==> src/rtl/multicycle_controller.sv <==
// Multi-cycle MIPS control unit: FETCH/DECODE/EXEC/MEM/WB sequencer with
// registered decode levels, stall, variable-latency memory handshake and timeout.
module multicycle_controller #(
   parameter int ALUOP_W     = 4,
   parameter int MEM_TIMEOUT = 15,
   parameter int TO_W        = 4
) (
   input  logic               Clk,
   input  logic               Reset_n,
   input  logic [31:0]        Instruction,
   input  logic               Stall,
   input  logic               MemReady,
   output logic [2:0]         State,
   output logic               IRWrite,
   output logic               PCWrite,
   output logic               MemRead,
   output logic               MemWrite,
   output logic [1:0]         MemSize,
   output logic               RegWrite,
   output logic [1:0]         RegDst,
   output logic               ALUSource,
   output logic [1:0]         MemToReg,
   output logic [1:0]         BranchJump,
   output logic [ALUOP_W-1:0] ALUOp,
   output logic               IllegalOp,
   output logic               Err
);

   typedef enum logic [2:0] {
      S_FETCH = 3'd0, S_DECODE = 3'd1, S_EXEC = 3'd2,
      S_MEM = 3'd3, S_WB = 3'd4, S_ERR = 3'd7
   } state_t;

   // C_ALU covers every class that ends in write-back, including jal
   typedef enum logic [1:0] {C_ALU, C_LOAD, C_STORE, C_CTRL} cls_t;

   localparam logic [TO_W-1:0] TO_LAST = TO_W'((MEM_TIMEOUT > 0) ? MEM_TIMEOUT - 1 : 0);

   state_t              state_q, state_d;
   logic [TO_W-1:0]     cnt_q, cnt_d;
   cls_t                cls_q, cls_d, d_cls;
   logic [1:0]          rd_q, rd_d, d_rd;
   logic                src_q, src_d, d_src;
   logic [1:0]          m2r_q, m2r_d, d_m2r;
   logic [1:0]          sz_q, sz_d, d_sz;
   logic [1:0]          bj_q, bj_d, d_bj;
   logic [ALUOP_W-1:0]  aop_q, aop_d, d_aop;
   logic                d_legal;
   logic                to_hit;

   logic [5:0] op, fn;
   logic [4:0] rt;
   logic       unused_ir;

   assign op        = Instruction[31:26];
   assign rt        = Instruction[20:16];
   assign fn        = Instruction[5:0];
   assign unused_ir = ^{Instruction[25:21], Instruction[15:6]};

   always_comb begin
      d_cls = C_ALU; d_rd = 2'd0; d_src = 1'b0; d_m2r = 2'd0;
      d_sz = 2'd0; d_bj = 2'd0; d_aop = '0; d_legal = 1'b1;
      case (op)
         6'b000000: begin
            if (fn == 6'b001000) begin
               d_cls = C_CTRL; d_bj = 2'd3;
            end else begin
               d_rd = 2'd1; d_m2r = 2'd1;
            end
         end
         6'b000001: begin
            if (rt == 5'd0 || rt == 5'd1) begin
               d_cls = C_CTRL; d_bj = 2'd1; d_aop = ALUOP_W'(2);
            end else begin
               d_legal = 1'b0;
            end
         end
         6'b000010: begin d_cls = C_CTRL; d_bj = 2'd2; end
         6'b000011: begin d_bj = 2'd2; d_rd = 2'd2; d_m2r = 2'd2; end
         6'b000100, 6'b000101, 6'b000110, 6'b000111: begin
            d_cls = C_CTRL; d_bj = 2'd1; d_aop = ALUOP_W'(2);
         end
         6'b001000, 6'b001001: begin d_src = 1'b1; d_m2r = 2'd1; d_aop = ALUOP_W'(1); end
         6'b001010: begin d_src = 1'b1; d_m2r = 2'd1; d_aop = ALUOP_W'(6); end
         6'b001011: begin d_src = 1'b1; d_m2r = 2'd1; d_aop = ALUOP_W'(7); end
         6'b001100: begin d_src = 1'b1; d_m2r = 2'd1; d_aop = ALUOP_W'(3); end
         6'b001101: begin d_src = 1'b1; d_m2r = 2'd1; d_aop = ALUOP_W'(4); end
         6'b001110: begin d_src = 1'b1; d_m2r = 2'd1; d_aop = ALUOP_W'(5); end
         6'b001111: begin d_src = 1'b1; d_m2r = 2'd1; d_aop = ALUOP_W'(8); end
         6'b100011: begin d_cls = C_LOAD; d_src = 1'b1; d_aop = ALUOP_W'(1); d_sz = 2'd0; end
         6'b100001: begin d_cls = C_LOAD; d_src = 1'b1; d_aop = ALUOP_W'(1); d_sz = 2'd1; end
         6'b100000: begin d_cls = C_LOAD; d_src = 1'b1; d_aop = ALUOP_W'(1); d_sz = 2'd2; end
         6'b101011: begin d_cls = C_STORE; d_src = 1'b1; d_aop = ALUOP_W'(1); d_sz = 2'd0; end
         6'b101001: begin d_cls = C_STORE; d_src = 1'b1; d_aop = ALUOP_W'(1); d_sz = 2'd1; end
         6'b101000: begin d_cls = C_STORE; d_src = 1'b1; d_aop = ALUOP_W'(1); d_sz = 2'd2; end
         6'b011100: begin d_rd = 2'd1; d_m2r = 2'd1; d_aop = ALUOP_W'(9); end
         6'b011111: begin d_rd = 2'd1; d_m2r = 2'd1; d_aop = ALUOP_W'(10); end
         default:   d_legal = 1'b0;
      endcase
   end

   always_comb begin
      state_d = state_q; cnt_d = cnt_q;
      cls_d = cls_q; rd_d = rd_q; src_d = src_q; m2r_d = m2r_q;
      sz_d = sz_q; bj_d = bj_q; aop_d = aop_q;
      IRWrite = 1'b0; PCWrite = 1'b0; MemRead = 1'b0; MemWrite = 1'b0;
      RegWrite = 1'b0; IllegalOp = 1'b0;
      to_hit = (MEM_TIMEOUT != 0) && (cnt_q == TO_LAST);
      if (!Stall) begin
         case (state_q)
            S_FETCH, S_MEM: begin
               if (MemReady) begin
                  cnt_d = '0;
                  if (state_q == S_FETCH)     state_d = S_DECODE;
                  else if (cls_q == C_LOAD)   state_d = S_WB;
                  else                        state_d = S_FETCH;
               end else if (to_hit) begin
                  cnt_d = '0; state_d = S_ERR;
               end else begin
                  cnt_d = cnt_q + 1'b1;
               end
            end
            S_DECODE: begin
               if (d_legal) begin
                  cls_d = d_cls; rd_d = d_rd; src_d = d_src; m2r_d = d_m2r;
                  sz_d = d_sz; bj_d = d_bj; aop_d = d_aop;
                  state_d = S_EXEC;
               end else begin
                  state_d = S_FETCH;
               end
            end
            S_EXEC: begin
               case (cls_q)
                  C_LOAD, C_STORE: state_d = S_MEM;
                  C_CTRL:          state_d = S_FETCH;
                  default:         state_d = S_WB;
               endcase
            end
            S_WB:    state_d = S_FETCH;
            S_ERR:   state_d = S_ERR;
            default: state_d = S_ERR;
         endcase
      end
      // strobes are gated by Reset_n so they drop within the reset cycle
      if (Reset_n && !Stall) begin
         case (state_q)
            S_FETCH:  begin MemRead = 1'b1; IRWrite = MemReady; PCWrite = MemReady; end
            S_DECODE: IllegalOp = !d_legal;
            S_MEM:    begin MemRead = (cls_q == C_LOAD); MemWrite = (cls_q == C_STORE); end
            S_WB:     RegWrite = 1'b1;
            default:  ;
         endcase
      end
   end

   always_ff @(posedge Clk or negedge Reset_n) begin
      if (!Reset_n) begin
         state_q <= S_FETCH; cnt_q <= '0; cls_q <= C_ALU;
         rd_q <= '0; src_q <= 1'b0; m2r_q <= '0; sz_q <= '0; bj_q <= '0; aop_q <= '0;
      end else begin
         state_q <= state_d; cnt_q <= cnt_d; cls_q <= cls_d;
         rd_q <= rd_d; src_q <= src_d; m2r_q <= m2r_d; sz_q <= sz_d; bj_q <= bj_d; aop_q <= aop_d;
      end
   end

   assign State      = state_q;
   assign Err        = (state_q == S_ERR);
   assign MemSize    = (state_q == S_FETCH) ? 2'd0 : sz_q;
   assign RegDst     = rd_q;
   assign ALUSource  = src_q;
   assign MemToReg   = m2r_q;
   assign BranchJump = bj_q;
   assign ALUOp      = aop_q;

endmodule

==> config.mk <==
export PLATFORM = sky130hd
export DESIGN_NAME = multicycle_controller
export DESIGN_NICKNAME = d
export VERILOG_FILES = /design/src/rtl/multicycle_controller.sv
export SDC_FILE = /design/constraint.sdc
export NUM_CORES = 1
export LEC_CHECK = 0
export ABC_AREA = 1
export CORE_MARGIN = 2
export CORE_UTILIZATION = 48
export CTS_CLUSTER_SIZE = 28
export DETAILED_ROUTE_END_ITERATION = 7
export PLACE_DENSITY_LB_ADDON = 0.25
export SYNTH_ARGS = -nofsm -noshare
export SYNTH_HDL_FRONTEND = slang
export SYNTH_SLANG_ARGS = --single-unit
export TNS_END_PERCENT = 1
==> constraint.sdc <==
create_clock -name Clk -period 3.7 [get_ports Clk]
set_input_delay 0.74 -clock Clk [delete_from_list [all_inputs] [get_ports Clk]]
set_output_delay 0.74 -clock Clk [all_outputs]
set_load 0.02 [all_outputs]
# After elaboration in Yosys (flattened, before gate mapping)
# Index checks and enable logic that the tools add are counted.
# op_classes
n_addsub,1
reduce_logical,24
bitwise,1
muxes,34
n_eq_ne,35
# op_table
operator,count
"6-bit by 4-bit == test with 1-bit output, second input constant",9
4-bit one-hot mux with 11 select lines,1
"6-bit == test, second input constant",6
"6-bit by 3-bit == test with 1-bit output, second input constant",4
23-bit OR reduction,1
14-bit OR reduction,1
1-bit 2-to-1 mux,13
"6-bit by 2-bit == test with 1-bit output, second input constant",2
"6-bit by 5-bit == test with 1-bit output, second input constant",2
3-bit 2-to-1 mux,4
2-bit one-hot mux with 3 select lines,2
3-bit one-hot mux with 4 select lines,1
2-bit OR reduction,6
2-bit 2-to-1 mux,5
2-bit one-hot mux with 5 select lines,1
10-bit OR reduction,1
4-bit 2-to-1 mux,2
2-bit one-hot mux with 4 select lines,1
8-bit OR reduction,1
"3-bit by 2-bit == test with 1-bit output, second input constant",2
"3-bit == test, second input constant",2
"6-bit by 1-bit == test with 1-bit output, second input constant",1
6-bit zero test,1
3-bit one-hot mux with 2 select lines,1
20 further kinds,25
# totals
reg_bits,22

# Logic depth before layout (Yosys ltp)
# depth
depth_word,7
ltp_mapped,12
mapped_depth_nobuf,11

# Least setup slack after synthesis
# OpenSTA, ideal clock, no wires.
# synth_path
kind,input-to-output
from,input Instruction[28]
to,output IllegalOp
required_ns,2.960
arrival_time_ns,1.909
path_slack_ns,1.051
path_buffers,0
cell_stages,7
path_cell_list,nand2_1 -> inv_1 -> nand3_1 -> nand2_1 -> nor3_4 -> nand2_4 -> nor3b_1
# synth_between
elab_chain_len,6
word_cells_on_any_way,29
cone_classes,eq/ne: 23; mux: 3; reduce/logical: 3
# synth_lines
element,line,text
from (decl),10,"input logic [31:0] Instruction,"
"6-bit by 5-bit == test with 1-bit output, or another cell as far along",63,case (op)
23-bit OR reduction (no line),--,
1-bit one-hot mux with 2 select lines *,63,
1-bit zero test *,148,S_DECODE: IllegalOp = !d_legal;
1-bit 2-to-1 mux *,146,case (state_q)
1-bit 2-to-1 mux *,145,if (Reset_n && !Stall) begin
to (decl),25,"output logic IllegalOp,"
# Every way passes the cells marked *; elsewhere a longest branch is shown, timed or not.

# Worst setup path after layout
# layout_path
from,input Instruction[26]
to,output IllegalOp
# The elaborated chain is that of the path after synthesis.

==> flow_metrics.tcl <==
set metrics [dict create \
    clkSinkCount 22 \
    synth_nets 278 \
    cp_max_fo 6 \
    dp_hpwl_um 2940 \
    hold_violations 0 \
    numCtsBuffers 3 \
    vdd_ir_drop_max_v 0.000257 \
    ys.flop_type "dfrtp_1" \
    syn_inst 237 \
    synth_cell_type_count 29 \
    path_cells "clkdlybuf4s50_1, nor2_2, nand3_1, nand3_1, nor2_1, nand2_4, nor3b_1, clkdlybuf4s50_1" \
    drtPass1Iterations 4 \
    cts_resized 0 \
    grt_max_degree 23 \
    cp.arrival_ns 2.85 \
    skew_ns 0.00867 \
    timing.max_cap.violations 0 \
    syn_area_um2 1610 \
    max_freq_mhz 279 \
    cts_hold_buf 0 \
    die_area_um2 3840 \
    critPathKind "in2out" \
    root_buffer "clkbuf_4" \
    tns_ns 0 \
    clockBufferDepth 2 \
    overflow 0 \
    period_share 0.969 \
    rsz0062_at_grt "no" \
    dieHeight_um 61.9 \
    grt_pass1_wl_um 6120 \
    synth_top_area_share 0.342 \
    start_util 0.491 \
    max_stage_delay_ns 0.65 \
    cp.required_ns 2.96 \
    worstHoldPathType "reg2reg" \
    avgSynthCellArea_um2 6.80 \
    vias 1676 \
    leakagePower_nw 1.08 \
    cp_slowest_cell "clkdlybuf4s50_1" \
    status "complete, no violations" \
    powerDensity_nw_per_um2 462 \
    ant_nets 0 \
    clk-insertion-delay-late_ns 0.30 \
    io_buffers 42 \
    path_clk_slew_ns 0.11 \
    layout.nets 327 \
    final_max_slew_viol_count 0 \
    min-delay-start "ALUOp[2]$_DFFE_PN0P_" \
    setup_viol 0 \
    vias_per_cell 5.06 \
    wl_per_cell_um 11.0 \
    drtIter0Drc 95 \
    dpl.cell_count 327 \
    pre_cts_ws_ns 0.148 \
    yosysWarnings 0 \
    cts_tree "yes" \
    synth_edf_count 0 \
    yosys-top-cells-area "dfrtp_1 (34%), nand2_1 (16%), nor2_1 (7.5%)" \
    cp-start-kind "input pin" \
    final-instance-count-excl-fill 331 \
    drt-total-wl_um 3630 \
    cp-startpoint "Instruction[26]" \
    synth-seq-cells 22 \
    syn2layout_area_growth_pct 32.8 \
    drive_gt1_frac 0.0877 \
    post_cts_buffers 0 \
    tightestPinTransition_ns 0.470 \
    coreArea_um2 3280 \
    grt_util_all_layers 0.208 \
    yosysMostFrequentCell "nand2_1" \
    io_pins 59 \
    r2r_start "State[1]$_DFFE_PN0P_" \
    antenna_found_initial 0 \
    grt_pass1_vias 1453 \
    finalCriticalPeriod_ns 3.59 \
    htree_num_levels 1 \
    fin_ws_ns 0.115 \
    drc_errors 0 \
    finalWeightedCongestion 0.949 \
    yosysSeqAreaShare 0.342 \
    rows 21 \
    async_reset_ff_frac 1.00 \
    synth_area_leader_cell "dfrtp_1" \
    die_width_um 61.9 \
    num_antenna_cells 0 \
    relSlewSlack 0.687 \
    crit_path_end_kind "output port" \
    yosys-top-cells-count "nand2_1 (70), nor2_1 (32), inv_1 (28), dfrtp_1 (22), nand4_1 (19)" \
]
==> final cells by class <==
cell class	instances	area, um2
flip-flops and latches	22	551
clock buffers	4	36.3
repair buffers	50	480
fillers	309	1140
inverters	30	113
multi-input cells	179	903
well taps	46	57.6
==> worst max-delay path: cells and delay by family <==
kind,cells,cell delay [ns]
and+or+nand+nor,6,0.86
buffers and inverters,2,1.26
==> cells in the final DEF, fill, tap and decap left out, drive strengths merged <==
master and n:
nor3b 3, clkinv 1, nand3 17, clkdlybuf4s50 42, nand3b 1, o21a 2
o31ai 2, o22ai 1, buf 8, o211ai 1, dfrtp 22, clkbuf 4
nand2 73, nor3 6, nor2 37, inv 29, ha 5, a21oi 6
or2 1, o21ai 5, nand4 19
==> final timing paths <==
check	to	slack, ns	depth (start not counted)
setup / recovery	IllegalOp	0.11	8
hold / removal	ALUOp[2]$_DFFE_PN0P_	0.48	2
setup reg to reg	cnt_q[3]$_DFFE_PN0P_	2.17	6
hold reg to reg	ALUOp[2]$_DFFE_PN0P_	0.48	2
max in group asynchronous	ALUOp[2]$_DFFE_PN0P_	2.66	2
min in group asynchronous	cnt_q[3]$_DFFE_PN0P_	0.81	2
==> flip-flops by register name, summed over array words and instances, names as in the netlist <==
register,flops
RegDst,2
State,3
cls_q,2
MemToReg,2
BranchJump,2
ALUSource,1
sz_q,2
cnt_q,4
ALUOp,4
==> cells by family after synthesis <==
group / synth area share
and+or+nand+nor: 0.460
adders and majority gates: 0.0388
DFF: 0.342
buffers and inverters: 0.0978
AOI/OAI and AO/OA: 0.0613
==> per-layer routing <==
metal,global-route usage,share of wire,vias up
li1,-,-,872
met1,0.294,0.47,755
met2,0.348,0.49,47
met3,0.0124,0.041,2
met4,0.0456,0.0080,0
met5,0,0,-
==> power breakdown <==
| part | switching (mW) | internal (mW) |
|---|---|---|
| Clock | 0.0714 | 0.0600 |
| Combinational | 0.285 | 0.203 |
| Sequential | 0.0604 | 0.310 |
| Total | 0.417 | 0.573 |
==> through the flow <==
step           hold slack [ns]  utilization  total power, mW  instance area (um2)
2_1_floorplan            0.442            -            0.667                 1610
3_3_place_gp             0.454        0.641            0.852                 2100
3_5_place_dp             0.460        0.641            0.865                 2100
4_1_cts                  0.490        0.652            0.995                 2140
5_1_grt                  0.505        0.652             1.08                 2140
6_report                 0.481        0.652            0.990                 2140
(Power assumes the default switching activity.)
